`src/rtl/sort_pkg.sv`:
```
// Shared definitions for the selection-sort controller: FSM state encoding and
// the select codes driven towards the sort datapath.
package sort_pkg;

    // One state per controller step; encoding is left to the tools.
    typedef enum logic [4:0] {
        S_IDLE,
        S_INIT,
        S_SETTLE,
        S_RD_I,
        S_WT_I,
        S_RD_J,
        S_WT_J,
        S_CMP,
        S_RD_MIN,
        S_WT_MIN,
        S_NEXT_J,
        S_RD_KEY,
        S_WT_KEY,
        S_WR_I,
        S_WT_WR_I,
        S_WR_MIN,
        S_WT_WR_MIN,
        S_NEXT_I,
        S_DONE
    } sort_state_e;

    // RAM address select
    localparam logic [1:0] SEL_ADDR_I   = 2'b10;
    localparam logic [1:0] SEL_ADDR_MIN = 2'b01;
    localparam logic [1:0] SEL_ADDR_J   = 2'b00;

    // Read-capture target
    localparam logic [1:0] SEL_RD_MIN  = 2'b01;
    localparam logic [1:0] SEL_RD_DATA = 2'b00;
    localparam logic [1:0] SEL_RD_KEY  = 2'b11;

    // Write data source
    localparam logic SEL_WR_MIN = 1'b1;
    localparam logic SEL_WR_KEY = 1'b0;

endpackage

```
`src/rtl/sort_ctrl_fsm.sv`:
```
// Control FSM for the in-place selection-sort engine.
// Inputs : i_clk, i_rst (sync, active-high), i_start pulse, i_num_elems,
//          datapath status i_comp_less, i_valid_rd, i_valid_wr, i_done_j,
//          i_done_sort.
// Outputs: RAM requests o_rd_en/o_wr_en, selects o_sel_addr/o_sel_data_rd/
//          o_sel_data_wr, index controls o_start_i/o_update_i/o_update_j/
//          o_update_min, status o_busy/o_done. Every output is a flop.
module sort_ctrl_fsm
    import sort_pkg::*;
#(
    parameter int unsigned SIZE_ADDR = 8
) (
    input  logic                 i_clk,
    input  logic                 i_rst,
    input  logic                 i_start,
    input  logic [SIZE_ADDR-1:0] i_num_elems,
    input  logic                 i_comp_less,
    input  logic                 i_valid_rd,
    input  logic                 i_valid_wr,
    input  logic                 i_done_j,
    input  logic                 i_done_sort,
    output logic                 o_rd_en,
    output logic                 o_wr_en,
    output logic [1:0]           o_sel_addr,
    output logic [1:0]           o_sel_data_rd,
    output logic                 o_sel_data_wr,
    output logic                 o_start_i,
    output logic                 o_update_i,
    output logic                 o_update_j,
    output logic                 o_update_min,
    output logic                 o_busy,
    output logic                 o_done
);

    sort_state_e          state_q;
    logic [SIZE_ADDR-1:0] num_q;
    logic                 rd_en_q;
    logic                 wr_en_q;
    logic [1:0]           sel_addr_q;
    logic [1:0]           sel_data_rd_q;
    logic                 sel_data_wr_q;
    logic                 start_i_q;
    logic                 update_i_q;
    logic                 update_j_q;
    logic                 update_min_q;
    logic                 busy_q;
    logic                 done_q;

    // State register and registered output decode. Each output is set on the
    // transition into the state it belongs to, so it is valid for exactly
    // that state's cycle. Selects are only written when a request is issued
    // and therefore hold through the following wait state.
    always_ff @(posedge i_clk) begin
        if (i_rst) begin
            state_q       <= S_IDLE;
            num_q         <= '0;
            rd_en_q       <= 1'b0;
            wr_en_q       <= 1'b0;
            sel_addr_q    <= 2'b00;
            sel_data_rd_q <= 2'b00;
            sel_data_wr_q <= 1'b0;
            start_i_q     <= 1'b0;
            update_i_q    <= 1'b0;
            update_j_q    <= 1'b0;
            update_min_q  <= 1'b0;
            busy_q        <= 1'b0;
            done_q        <= 1'b0;
        end else begin
            // Pulses default low every cycle
            rd_en_q      <= 1'b0;
            wr_en_q      <= 1'b0;
            start_i_q    <= 1'b0;
            update_i_q   <= 1'b0;
            update_j_q   <= 1'b0;
            update_min_q <= 1'b0;

            case (state_q)
                S_IDLE, S_DONE: begin
                    if (i_start) begin
                        state_q   <= S_INIT;
                        num_q     <= i_num_elems;
                        start_i_q <= 1'b1;
                        busy_q    <= 1'b1;
                        done_q    <= 1'b0;
                    end
                end

                S_INIT: state_q <= S_SETTLE;

                // j/min have reloaded; fewer than two elements is sorted already
                S_SETTLE: begin
                    if (i_done_sort || (num_q <= SIZE_ADDR'(1))) begin
                        state_q <= S_DONE;
                        busy_q  <= 1'b0;
                        done_q  <= 1'b1;
                    end else begin
                        state_q       <= S_RD_I;
                        rd_en_q       <= 1'b1;
                        sel_addr_q    <= SEL_ADDR_I;
                        sel_data_rd_q <= SEL_RD_MIN;
                    end
                end

                S_RD_I: state_q <= S_WT_I;

                S_WT_I: begin
                    if (i_valid_rd) begin
                        state_q       <= S_RD_J;
                        rd_en_q       <= 1'b1;
                        sel_addr_q    <= SEL_ADDR_J;
                        sel_data_rd_q <= SEL_RD_DATA;
                    end
                end

                S_RD_J: state_q <= S_WT_J;

                S_WT_J: begin
                    if (i_valid_rd) begin
                        state_q <= S_CMP;
                    end
                end

                // j is stable here, so i_done_j already tells whether NEXT_J
                // will advance j; the update pulse is then ready in NEXT_J.
                S_CMP: begin
                    if (i_comp_less) begin
                        state_q       <= S_RD_MIN;
                        update_min_q  <= 1'b1;
                        rd_en_q       <= 1'b1;
                        sel_addr_q    <= SEL_ADDR_MIN;
                        sel_data_rd_q <= SEL_RD_MIN;
                    end else begin
                        state_q    <= S_NEXT_J;
                        update_j_q <= ~i_done_j;
                    end
                end

                S_RD_MIN: state_q <= S_WT_MIN;

                S_WT_MIN: begin
                    if (i_valid_rd) begin
                        state_q    <= S_NEXT_J;
                        update_j_q <= ~i_done_j;
                    end
                end

                S_NEXT_J: begin
                    rd_en_q <= 1'b1;
                    if (i_done_j) begin
                        state_q       <= S_RD_KEY;
                        sel_addr_q    <= SEL_ADDR_I;
                        sel_data_rd_q <= SEL_RD_KEY;
                    end else begin
                        state_q       <= S_RD_J;
                        sel_addr_q    <= SEL_ADDR_J;
                        sel_data_rd_q <= SEL_RD_DATA;
                    end
                end

                S_RD_KEY: state_q <= S_WT_KEY;

                S_WT_KEY: begin
                    if (i_valid_rd) begin
                        state_q       <= S_WR_I;
                        wr_en_q       <= 1'b1;
                        sel_addr_q    <= SEL_ADDR_I;
                        sel_data_wr_q <= SEL_WR_MIN;
                    end
                end

                S_WR_I: state_q <= S_WT_WR_I;

                S_WT_WR_I: begin
                    if (i_valid_wr) begin
                        state_q       <= S_WR_MIN;
                        wr_en_q       <= 1'b1;
                        sel_addr_q    <= SEL_ADDR_MIN;
                        sel_data_wr_q <= SEL_WR_KEY;
                    end
                end

                S_WR_MIN: state_q <= S_WT_WR_MIN;

                S_WT_WR_MIN: begin
                    if (i_valid_wr) begin
                        state_q    <= S_NEXT_I;
                        update_i_q <= 1'b1;
                    end
                end

                S_NEXT_I: state_q <= S_SETTLE;

                default: begin
                    state_q <= S_IDLE;
                    busy_q  <= 1'b0;
                    done_q  <= 1'b0;
                end
            endcase
        end
    end

    assign o_rd_en       = rd_en_q;
    assign o_wr_en       = wr_en_q;
    assign o_sel_addr    = sel_addr_q;
    assign o_sel_data_rd = sel_data_rd_q;
    assign o_sel_data_wr = sel_data_wr_q;
    assign o_start_i     = start_i_q;
    assign o_update_i    = update_i_q;
    assign o_update_j    = update_j_q;
    assign o_update_min  = update_min_q;
    assign o_busy        = busy_q;
    assign o_done        = done_q;

endmodule

```
`config.mk`:
```
export PLATFORM = sky130hd
export DESIGN_NAME = sort_ctrl_fsm
export DESIGN_NICKNAME = d
export VERILOG_FILES = /design/src/rtl/sort_pkg.sv /design/src/rtl/sort_ctrl_fsm.sv
export SDC_FILE = /design/constraint.sdc
export NUM_CORES = 1
export LEC_CHECK = 0
export CORE_ASPECT_RATIO = 1.4
export CORE_UTILIZATION = 55
export DETAILED_ROUTE_END_ITERATION = 8
export GPL_ROUTABILITY_DRIVEN = 1
export PLACE_DENSITY = 0.84
export REMOVE_ABC_BUFFERS = 1
export SLEW_MARGIN = 20
export SYNTH_ARGS = -nofsm -noshare
export SYNTH_HDL_FRONTEND = slang
export SYNTH_SLANG_ARGS = --single-unit
```
`constraint.sdc`:
```
create_clock -name i_clk -period 4.95 [get_ports i_clk]
set_clock_uncertainty 0.1 [all_clocks]
set_input_delay 0.99 -clock i_clk [delete_from_list [all_inputs] [get_ports i_clk]]
set_output_delay 0.99 -clock i_clk [all_outputs]
set_load 0.01 [all_outputs]
```
==> impl_metrics.py <==
metrics = {
    "outcome": {
        "status": "complete, no violations",
    },
    "clock_network": {
        "clk_latency_ns": 0.34,
        "root_buffer": "clkbuf_4",
        "ctsResizeCount": 0,
        "htreeDepth": 1,
        "cts_buffers": 3,
        "cts_setup_buffers": 0,
        "cts_tree": "yes",
        "ctsLongestPathBuffers": 2,
        "hold_buffers": 0,
        "clk_pin_slew_ns": 0.14,
        "clkSinkCount": 25,
    },
    "pwr": {
        "power_density_mw_per_mm2": 421,
        "combPwrFrac": 0.435,
        "total_power_uw": 730,
        "p_int_uw": 427,
        "max-vdd-ir-drop_mv": 0.308,
        "leakage_nw": 0.623,
        "clock_power_share": 0.133,
        "p_sw_frac": 0.415,
        "seqPwrFrac": 0.432,
        "netSwitchingPower_uw": 303,
    },
    "hold_path": {
        "hold_path.class": "register to register",
    },
    "setup_path": {
        "crit_type": "primary input to register",
        "cp_slowest_cell": "clkdlybuf4s50_1",
        "endpoint_kind": "register",
        "start_kind": "primary input",
        "crit_required_ns": 5.05,
        "critPathMaxStageDelay_ns": 0.60,
        "cp.arrival_ns": 2.82,
        "worstPathMaxFanout": 6,
        "crit_chain": "clkdlybuf4s50_1 -> or3b_1 -> a2111oi_2 -> a311oi_1 -> nor4_1 -> nor3_1",
    },
    "synth": {
        "ys_ff_latch": 25,
        "synth_top_area_cell": "dfxtp_1",
        "yosysSeqAreaShare": 0.340,
        "synth.most_common_cell": "dfxtp_1",
        "netlist_area_mm2": 0.00147,
        "ys_warn_count": 0,
        "synthArstFlopShare": 0,
        "yosysTopAreaCellShare": 0.340,
        "synth_area_leaders": "dfxtp_1 (34%), mux2i_1 (6.1%), a21oi_1 (4.4%)",
        "avgSynthCellArea_um2": 8.50,
        "netlist_top_cells_count": "dfxtp_1 (25), nor2_1 (17), a21oi_1 (13)",
        "synth_cells": 173,
        "synth_cell_types": 51,
        "synth_edf_count": 0,
        "synth_ff_type": "dfxtp_1",
    },
    "route": {
        "wl_met1_um": 1410,
        "vias_per_cell": 6.17,
        "dr_total_vias": 1381,
        "drt_iter0_markers": 72,
        "drt-total-wl_um": 3280,
        "final_antenna_net_count": 0,
        "wl_met2_um": 1670,
        "wl_per_cell_um": 14.6,
        "wl_met3_um": 108,
        "maxUsedRoutingLayer": "met4",
        "dr.pass1.iters": 4,
        "drc_errors": 0,
    },
    "finish": {
        "utilization": 0.702,
        "n_fill_cell": 214,
        "final_cells": 224,
        "drive_gt1_frac": 0.0737,
        "stdcell_area_mm2": 0.00173,
        "diodes": 0,
        "fin_nets": 207,
        "area_growth_syn_to_layout_pct": 17.9,
    },
    "floorplanning": {
        "dieWidth_um": 45.7,
        "num_rows": 21,
        "die_area_mm2": 0.00289,
        "design.core.area_mm2": 0.00247,
        "die_h_um": 63.2,
        "initial_utilization": 0.595,
        "ioPinCount": 29,
    },
    "grt": {
        "antenna_found_initial": 0,
        "grt_pass1_vias": 1332,
        "track_usage": 0.251,
        "grt_pass1_wl_um": 5540,
        "grt_overflow": 0,
        "grt_max_degree": 34,
    },
    "sta": {
        "tightest_slew_ns": 0.993,
        "period_share": 0.548,
        "maxSlewHeadroom": 0.337,
        "fin_hold_ws_ns": 0.370,
        "finalCriticalPeriod_ns": 2.71,
        "finalWorstSetupSlack_ns": 2.24,
        "fmax_mhz": 368,
        "drv_slew": 0,
        "hold_violations": 0,
        "fin_setup_tns_ns": 0,
        "setup_viol": 0,
        "rsz0062_at_grt": "no",
    },
    "place": {
        "gp_congestion": 0.864,
        "placed_cell_area_mm2": 0.00170,
        "io_buffers": 27,
        "pre_cts_ws_ns": 1.89,
        "dp_cells": 220,
        "dp_hpwl_um": 2220,
    },
    "flow_run": {
        "cap_viol_max_count": 0,
    },
}
[worst paths after layout]
check / start / end / slack (ns) / cells after the start
setup / recovery: i_valid_rd / o_sel_data_rd[0] / 2.24 / 6
hold / removal: o_sel_data_rd[1] / o_sel_data_rd[1] / 0.37 / 2
setup reg to reg: state_q[1] / state_q[4] / 2.49 / 5
hold reg to reg: o_sel_data_rd[1] / o_sel_data_rd[1] / 0.37 / 2
[routing by layer]
metal / up-vias / track usage
li1: 678 / -
met3: 9 / 0.0287
met5: - / 0
met2: 43 / 0.418
met1: 651 / 0.298
met4: 0 / 0.140
[registers in the layout (all words and copies together), names as in the netlist]
signal,flops
o_update_min,1
o_sel_data_rd,2
num_q,7
o_done,1
o_update_i,1
o_busy,1
o_sel_data_wr,1
o_rd_en,1
o_sel_addr,2
o_update_j,1
o_start_i,1
o_wr_en,1
state_q,5
[worst max-delay path: cells and delay by family]
family	cells	cell delay (ns)
AO/OA/AOI/OAI	2	0.45
buffers and inverters	1	0.60
AND/OR/NAND/NOR	3	0.78
[area by class of cell]
type	instances	area, µm²	area share
clock buffer	3	22.5	0.0130
clock inverter	1	7.51	0.00433
inverter	5	18.8	0.0108
multi-input combinational	129	871	0.503
sequential	25	500	0.289
tap	34	42.5	0.0245
timing repair buffer	27	270	0.156
[cell usage in the layout, fill, tap and decap left out, drive strengths merged, types with 2 or more instances in the layout]
cell | synthesis | routed
clkdlybuf4s50 | 0 | 27
dfxtp | 25 | 25
nor2 | 17 | 17
a21oi | 14 | 14
nor2b | 9 | 9
mux2i | 9 | 9
nor4 | 8 | 8
nand2 | 8 | 8
nor3 | 6 | 6
inv | 5 | 5
nor3b | 5 | 5
o21ai | 5 | 5
a311oi | 4 | 4
nand2b | 4 | 4
nand3 | 3 | 3
nand4 | 3 | 3
o32a | 3 | 3
clkbuf | 3 | 3
and3 | 2 | 2
nand4b | 2 | 2
a211o | 2 | 2
a31oi | 2 | 2
a211oi | 2 | 2
[power by group through the flow]
stage / Clock (mW) / Sequential [mW] / Combinational [mW]
floorplan: 0 / 0.304 / 0.225
detailed placement: 0 / 0.318 / 0.314
CTS: 0.0996 / 0.313 / 0.317
global route: 0.107 / 0.323 / 0.354
global placement: 0 / 0.315 / 0.307
finish: 0.0971 / 0.315 / 0.317
[kinds of logic after synthesis]
| logic type | share of synthesized area |
|---|---|
| mux | 0.0613 |
| compound gates | 0.204 |
| xor+xnor | 0.00596 |
| buf+inv | 0.0672 |
| simple gates | 0.321 |
| flops | 0.340 |
Power figures use the tool's default switching activity.
